<file path="src/rtl/seg7_frame_decoder.sv">
// Receive-side decoder for the 4-digit 7-segment snake animation: glitch filter, glyph decode,
// frame tracker. Define SEG7_DEC_ERRCNT_EN to add the saturating err_cnt output.
module seg7_frame_decoder #(
  parameter int unsigned STABLE_CYCLES = 4,
  parameter int unsigned LOCK_FRAMES   = 3,
  parameter int unsigned LAP_W         = 8
) (
  input  logic             clk,
  input  logic             rst_n,
  input  logic [0:6]       disp_0,
  input  logic [0:6]       disp_1,
  input  logic [0:6]       disp_2,
  input  logic [0:6]       disp_3,
  output logic [15:0]      digit_val,
  output logic [3:0]       digit_ok,
  output logic [3:0]       blank,
  output logic             frame_strobe,
  output logic             frame_valid,
  output logic [3:0]       frame_idx,
  output logic             locked,
  output logic [LAP_W-1:0] lap_cnt,
  output logic             err
`ifdef SEG7_DEC_ERRCNT_EN
  ,
  output logic [7:0]       err_cnt
`endif
);

  localparam int unsigned CntW  = $clog2(STABLE_CYCLES + 1);
  localparam int unsigned GoodW = $clog2(LOCK_FRAMES + 1);
  localparam logic [CntW-1:0]  CntMax  = CntW'(STABLE_CYCLES);
  localparam logic [GoodW-1:0] GoodMax = GoodW'(LOCK_FRAMES);

  typedef enum logic [1:0] {StHunt, StTrack, StLocked} state_e;

  // Returns {ok, nibble}; segment bit 0 = a, input is active-low.
  function automatic logic [4:0] decode_glyph(input logic [6:0] seg_n);
    logic [4:0] r;
    unique case (~seg_n)
      7'h3F:   r = 5'h10;
      7'h06:   r = 5'h11;
      7'h5B:   r = 5'h12;
      7'h4F:   r = 5'h13;
      7'h66:   r = 5'h14;
      7'h6D:   r = 5'h15;
      7'h7D:   r = 5'h16;
      7'h07:   r = 5'h17;
      7'h7F:   r = 5'h18;
      7'h6F:   r = 5'h19;
      7'h77:   r = 5'h1A;
      7'h7C:   r = 5'h1B;
      7'h39:   r = 5'h1C;
      7'h5E:   r = 5'h1D;
      7'h79:   r = 5'h1E;
      7'h71:   r = 5'h1F;
      default: r = 5'h00;
    endcase
    return r;
  endfunction

  // Bit position is 7*digit + segment of the single lit segment.
  function automatic logic [27:0] frame_pat(input logic [3:0] idx);
    logic [27:0] p;
    logic [4:0]  pos;
    case (idx)
      4'd1:    pos = 5'd7;
      4'd2:    pos = 5'd14;
      4'd3:    pos = 5'd21;
      4'd4:    pos = 5'd22;
      4'd5:    pos = 5'd23;
      4'd6:    pos = 5'd24;
      4'd7:    pos = 5'd17;
      4'd8:    pos = 5'd10;
      4'd9:    pos = 5'd3;
      4'd10:   pos = 5'd4;
      4'd11:   pos = 5'd5;
      default: pos = 5'd0;
    endcase
    p      = '1;
    p[pos] = 1'b0;
    return p;
  endfunction

  function automatic logic [3:0] next_idx(input logic [3:0] x);
    return (x == 4'd11) ? 4'd0 : x + 4'd1;
  endfunction

  logic [27:0]      pins, sample_q, prev_q, last_q;
  logic [CntW-1:0]  cnt_q, cnt_d;
  logic             changed, accept;
  logic [4:0]       glyph;
  logic [15:0]      dec_val, digit_val_q;
  logic [3:0]       dec_ok, dec_blank, dec_idx, digit_ok_q, blank_q, frame_idx_q;
  logic             dec_valid, frame_valid_q, frame_strobe_q;
  state_e           state_q, state_d;
  logic [3:0]       expected_q, expected_d;
  logic [GoodW-1:0] good_q, good_d;
  logic [LAP_W-1:0] lap_q, lap_d;
  logic             err_q, err_d, locked_q, locked_d;

  always_comb begin
    pins = '0;
    for (int s = 0; s < 7; s++) begin
      pins[s]      = disp_0[s];
      pins[7 + s]  = disp_1[s];
      pins[14 + s] = disp_2[s];
      pins[21 + s] = disp_3[s];
    end
    changed = (sample_q != prev_q);
    if (changed) begin
      cnt_d = CntW'(1);
    end else if (cnt_q == CntMax) begin
      cnt_d = CntMax;
    end else begin
      cnt_d = cnt_q + CntW'(1);
    end
    // Strobe only on the first arrival at the threshold, and only for a new pattern.
    accept = (cnt_d == CntMax) && (changed || (cnt_q != CntMax)) && (sample_q != last_q);
  end

  always_comb begin
    dec_val   = '0;
    dec_ok    = '0;
    dec_blank = '0;
    dec_valid = 1'b0;
    dec_idx   = '0;
    glyph     = '0;
    for (int d = 0; d < 4; d++) begin
      glyph              = decode_glyph(sample_q[7*d +: 7]);
      dec_ok[d]          = glyph[4];
      dec_val[4*d +: 4]  = glyph[3:0];
      dec_blank[d]       = &sample_q[7*d +: 7];
    end
    for (int f = 0; f < 12; f++) begin
      if (sample_q == frame_pat(4'(f))) begin
        dec_valid = 1'b1;
        dec_idx   = 4'(f);
      end
    end
  end

  always_comb begin
    state_d    = state_q;
    expected_d = expected_q;
    good_d     = good_q;
    lap_d      = lap_q;
    err_d      = 1'b0;
    if (accept) begin
      if ((state_q != StHunt) && dec_valid && (dec_idx == expected_q)) begin
        expected_d = next_idx(expected_q);
        if (state_q == StLocked) begin
          if (expected_q == 4'd0) lap_d = lap_q + LAP_W'(1);
        end else begin
          good_d = good_q + GoodW'(1);
          if (good_d == GoodMax) state_d = StLocked;
        end
      end else begin
        err_d = (state_q == StLocked);
        if (dec_valid) begin
          state_d    = StTrack;
          expected_d = next_idx(dec_idx);
          good_d     = GoodW'(1);
        end else begin
          state_d = StHunt;
          good_d  = '0;
        end
      end
    end
    // Hold locked high through the err cycle so it falls one cycle later.
    locked_d = (state_d == StLocked) || err_d;
  end

`ifdef SEG7_DEC_ERRCNT_EN
  logic [7:0] err_cnt_q, err_cnt_d;
  always_comb begin
    err_cnt_d = err_cnt_q;
    if (err_d && (err_cnt_q != 8'hFF)) err_cnt_d = err_cnt_q + 8'd1;
  end
  always_ff @(posedge clk) begin
    if (!rst_n) err_cnt_q <= '0;
    else        err_cnt_q <= err_cnt_d;
  end
  assign err_cnt = err_cnt_q;
`endif

  always_ff @(posedge clk) begin
    if (!rst_n) begin
      sample_q       <= '1;
      prev_q         <= '1;
      last_q         <= '1;
      cnt_q          <= '0;
      frame_strobe_q <= 1'b0;
      digit_val_q    <= '0;
      digit_ok_q     <= '0;
      blank_q        <= '0;
      frame_valid_q  <= 1'b0;
      frame_idx_q    <= '0;
      state_q        <= StHunt;
      expected_q     <= '0;
      good_q         <= '0;
      lap_q          <= '0;
      err_q          <= 1'b0;
      locked_q       <= 1'b0;
    end else begin
      sample_q       <= pins;
      prev_q         <= sample_q;
      cnt_q          <= cnt_d;
      frame_strobe_q <= accept;
      if (accept) begin
        last_q        <= sample_q;
        digit_val_q   <= dec_val;
        digit_ok_q    <= dec_ok;
        blank_q       <= dec_blank;
        frame_valid_q <= dec_valid;
        frame_idx_q   <= dec_idx;
      end
      state_q    <= state_d;
      expected_q <= expected_d;
      good_q     <= good_d;
      lap_q      <= lap_d;
      err_q      <= err_d;
      locked_q   <= locked_d;
    end
  end

  assign digit_val    = digit_val_q;
  assign digit_ok     = digit_ok_q;
  assign blank        = blank_q;
  assign frame_strobe = frame_strobe_q;
  assign frame_valid  = frame_valid_q;
  assign frame_idx    = frame_idx_q;
  assign locked       = locked_q;
  assign lap_cnt      = lap_q;
  assign err          = err_q;

endmodule

</file>
<file path="config.mk">
export PLATFORM = sky130hd
export DESIGN_NAME = seg7_frame_decoder
export DESIGN_NICKNAME = d
export VERILOG_FILES = /design/src/rtl/seg7_frame_decoder.sv
export SDC_FILE = /design/constraint.sdc
export NUM_CORES = 1
export LEC_CHECK = 0
export ABC_AREA = 1
export CORE_UTILIZATION = 49
export CTS_CLUSTER_DIAMETER = 100
export DETAILED_ROUTE_END_ITERATION = 6
export GPL_ROUTABILITY_DRIVEN = 0
export GPL_TIMING_DRIVEN = 0
export PLACE_DENSITY = 0.7
export SLEW_MARGIN = 20
export SYNTH_ARGS = -nofsm -noshare
export SYNTH_HDL_FRONTEND = slang
export SYNTH_SLANG_ARGS = --single-unit
</file>
<file path="constraint.sdc">
create_clock -name clk -period 5.5 [get_ports clk]
set_input_delay 0.825 -clock clk [delete_from_list [all_inputs] [get_ports clk]]
set_output_delay 0.825 -clock clk [all_outputs]
set_load 0.03 [all_outputs]
</file>
==> flow_summary.toml <==
[worst_hold_path]
hold_depth = 2
hp-class = "register to register"

[clock_tree]
clk_latency_ns = 0.43
cts_tree = "built"
cts_buffers = 17
post-cts-setup-buffers = 0
htree_num_levels = 4
cts_root_buffer = "clkbuf_16"
clkTransAtPathRegs_ns = 0.06
cts.sinks = 135
cts_max_path_buffers = 2
hold_buffers = 0
cts_resized = 0

[synthesis]
synthDistinctLibCells = 48
synth-async-reset-ratio = 0
ys_top_cells_by_area = "dfxtp_1 (37%), nand2_1 (10%), inv_1 (6.2%), nor2_1 (5.4%), xnor2_1 (3.8%)"
ys_seq_area_frac = 0.375
synth_cells = 1011
synth_top_flop_cell = "dfxtp_1"
synthSimpleGateAreaFrac = 0.334
synth_top_area_frac = 0.375
synth_warnings = 0
synth_top_cell_by_area = "dfxtp_1"
synth-seq-cells = 135
synth_compound_area_frac = 0.119
synth_fa_ha_area_frac = 0.0121
synth_top_family_by_area = "simple AND/OR/NAND/NOR gates"
synth_mux_area_frac = 0
synthXorXnorAreaFrac = 0.0619
avgSynthCellArea_um2 = 7.13
synth_edf_count = 0
synthesis.nets = 1048
synth_area_um2 = 7210

[die]
core_um2 = 14100
die_h_um = 123
rows = 43
die_width_um = 123
pin_count = 70
dieArea_um2 = 15200
start_util = 0.512

[drt]
vias_per_cell = 5.43
drt-initial-drc-count = 704
wl_mm = 20.1
wl_per_cell_um = 15.6
firstDrtPassIters = 6
ant_nets = 0
via_count = 7014
drc = 0

[global_route]
grtUsageMet1 = 0.367
grt_use_met3 = 0.0687
grt_usage = 0.280
grt_pass1_wl_mm = 31.9
grt_pass1_vias = 6482
grt_start_max_net_pins = 17
busiest_layer = "met2"
grt-ovfl-total = 0
gr-usage-met2 = 0.436
antenna_found_initial = 0

[power]
leakage_nw = 3.88
power_w = 0.00237
power_density_nw_per_um2 = 272
max-vdd-ir-drop_v = 0.000233

[timing]
post-route-period-util = 0.555
finClkSkew_ns = 0.0126
max_freq_ghz = 0.328
rsz0062_at_grt = "false"
finalSetupViolCount = 0
final_hold_viol_count = 0
maxSlewHeadroom = 0.422
timing.final.ws_setup_ns = 2.45
tns_ns = 0
min_period_ns = 3.05
tightest_slew_ns = 0.867
slew_viol_final = 0

[critical_path]
crit_required_ns = 5.78
criticalPathCategory = "register to register"
critPathSlowestCell = "clkinv_1"
cp_max_fo = 10
critPathBufInv = 4
crit_path_start_kind = "register"
critPathTopFamily = "buffers and inverters"
cp_data_arrival_time_ns = 3.33
ff2ff_path_depth = 14
crit_path_end_kind = "register"
crit_cells = 14
crit_top_cell = "nor2_1"
max_stage_delay_ns = 0.47
crit_chain = "buf_4, inv_1, nor2_1, nor3_1, nand2_1, nor2_1, nand2_1, nor2_1, nor2_1, nand2_1, clkinv_1, clkbuf_1, o21ai_0, a21oi_1"

[final_layout]
diodes = 0
post-route-util = 0.618
final_nets = 1135
layout_commonest_cell = "nand2_1"
drive_above_1_share = 0.128
area_delta_synth_final_pct = 20.9
final_cell_mix = "nand2_1 (197), dfxtp_1 (135), inv_1 (120)"
num-fill-cells = 1322

[placed_design]
hpwlAfterDp_mm = 14.7
io_buffers = 68
dp_slack_ns = 2.53

[status]
run_status = "finished clean"

[job]
maxCapViolCount = 0
==> area by class of cell <==
class	count	area, µm²	area share
plain buffers	46	228	0.0261
clock buffers	19	453	0.0520
clock inverters	13	146	0.0168
inverters	128	482	0.0553
multi-input cells	702	3800	0.436
flip-flops and latches	135	2700	0.310
well taps	180	225	0.0258
repair buffers	68	681	0.0781
==> report_power, final <==
group | switching, W | internal, W
logic | 0.000134 | 0.0000743
clock network | 0.000452 | 0.000696
registers | 0.0000123 | 0.000998
==> worst register-to-register path: stages (launching register included) <==
cell and delay [ns]:
dfxtp_1 0.30, buf_4 0.16, inv_1 0.23, nor2_1 0.07, nor3_1 0.24, nand2_1 0.09, nor2_1 0.09, nand2_1 0.08
nor2_1 0.10, nor2_1 0.05, nand2_1 0.25, clkinv_1 0.47, clkbuf_1 0.43, o21ai_0 0.28, a21oi_1 0.06
==> sequential cells by signal (all words and copies together) (netlist names) <==
| register | cells |
|---|---|
| frame_idx | 4 |
| blank | 4 |
| expected_q | 4 |
| sample_q | 28 |
| lap_cnt | 8 |
| state_q | 2 |
| locked | 1 |
| digit_val | 16 |
| last_q | 28 |
| digit_ok | 4 |
| prev_q | 28 |
| frame_valid | 1 |
| frame_strobe | 1 |
| good_q | 2 |
| err | 1 |
| cnt_q | 3 |
==> path summary, 6_finish.rpt <==
| check | slack [ns] | endpoint | startpoint |
|---|---|---|---|
| worst max-delay path | 2.45 | digit_val[7] | sample_q[7] |
| worst min-delay path | 0.47 | digit_val[13] | digit_val[13] |
| worst max register to register | 2.45 | digit_val[7] | sample_q[7] |
| worst min register to register | 0.47 | digit_val[13] | digit_val[13] |
==> cell usage after synthesis, drive strengths merged, types with 23 or more instances <==
master,instances
nand2,214
dfxtp,135
inv,126
nor2,120
nand3,52
a21oi,44
nor3,44
o21ai,37
or2,36
o211ai,33
xnor2,31
buf,23
clkbuf,23
==> stage by stage <==
| stage | instance area (µm²) | hold slack [ns] | cells |
|---|---|---|---|
| after global placement | 8120 | 0.454 | 1259 |
| after CTS | 8720 | 0.467 | 1291 |
| final | 8720 | 0.465 | 1291 |
| after floorplan | 7210 | 0.443 | 1011 |
| after global routing | 8720 | 0.488 | 1291 |
| after detailed placement | 8120 | 0.458 | 1259 |
==> cells by family after synthesis <==
kind of cell	after synthesis
AO/OA/AOI/OAI	139
flip-flops	135
adder cells (fa/ha/maj)	7
AND/OR/NAND/NOR	505
XOR/XNOR	51
buffers and inverters	174
==> per-layer routing <==
metal  routed length, µm  part of all wire  vias up
met1                8950              0.45     3209
met3                1720             0.086       37
met4                 496             0.025        0
li1                    -                 -     3464
met5                   0                 0        -
met2                8930              0.44      304
No activity file was read; power rests on OpenSTA's default activity.
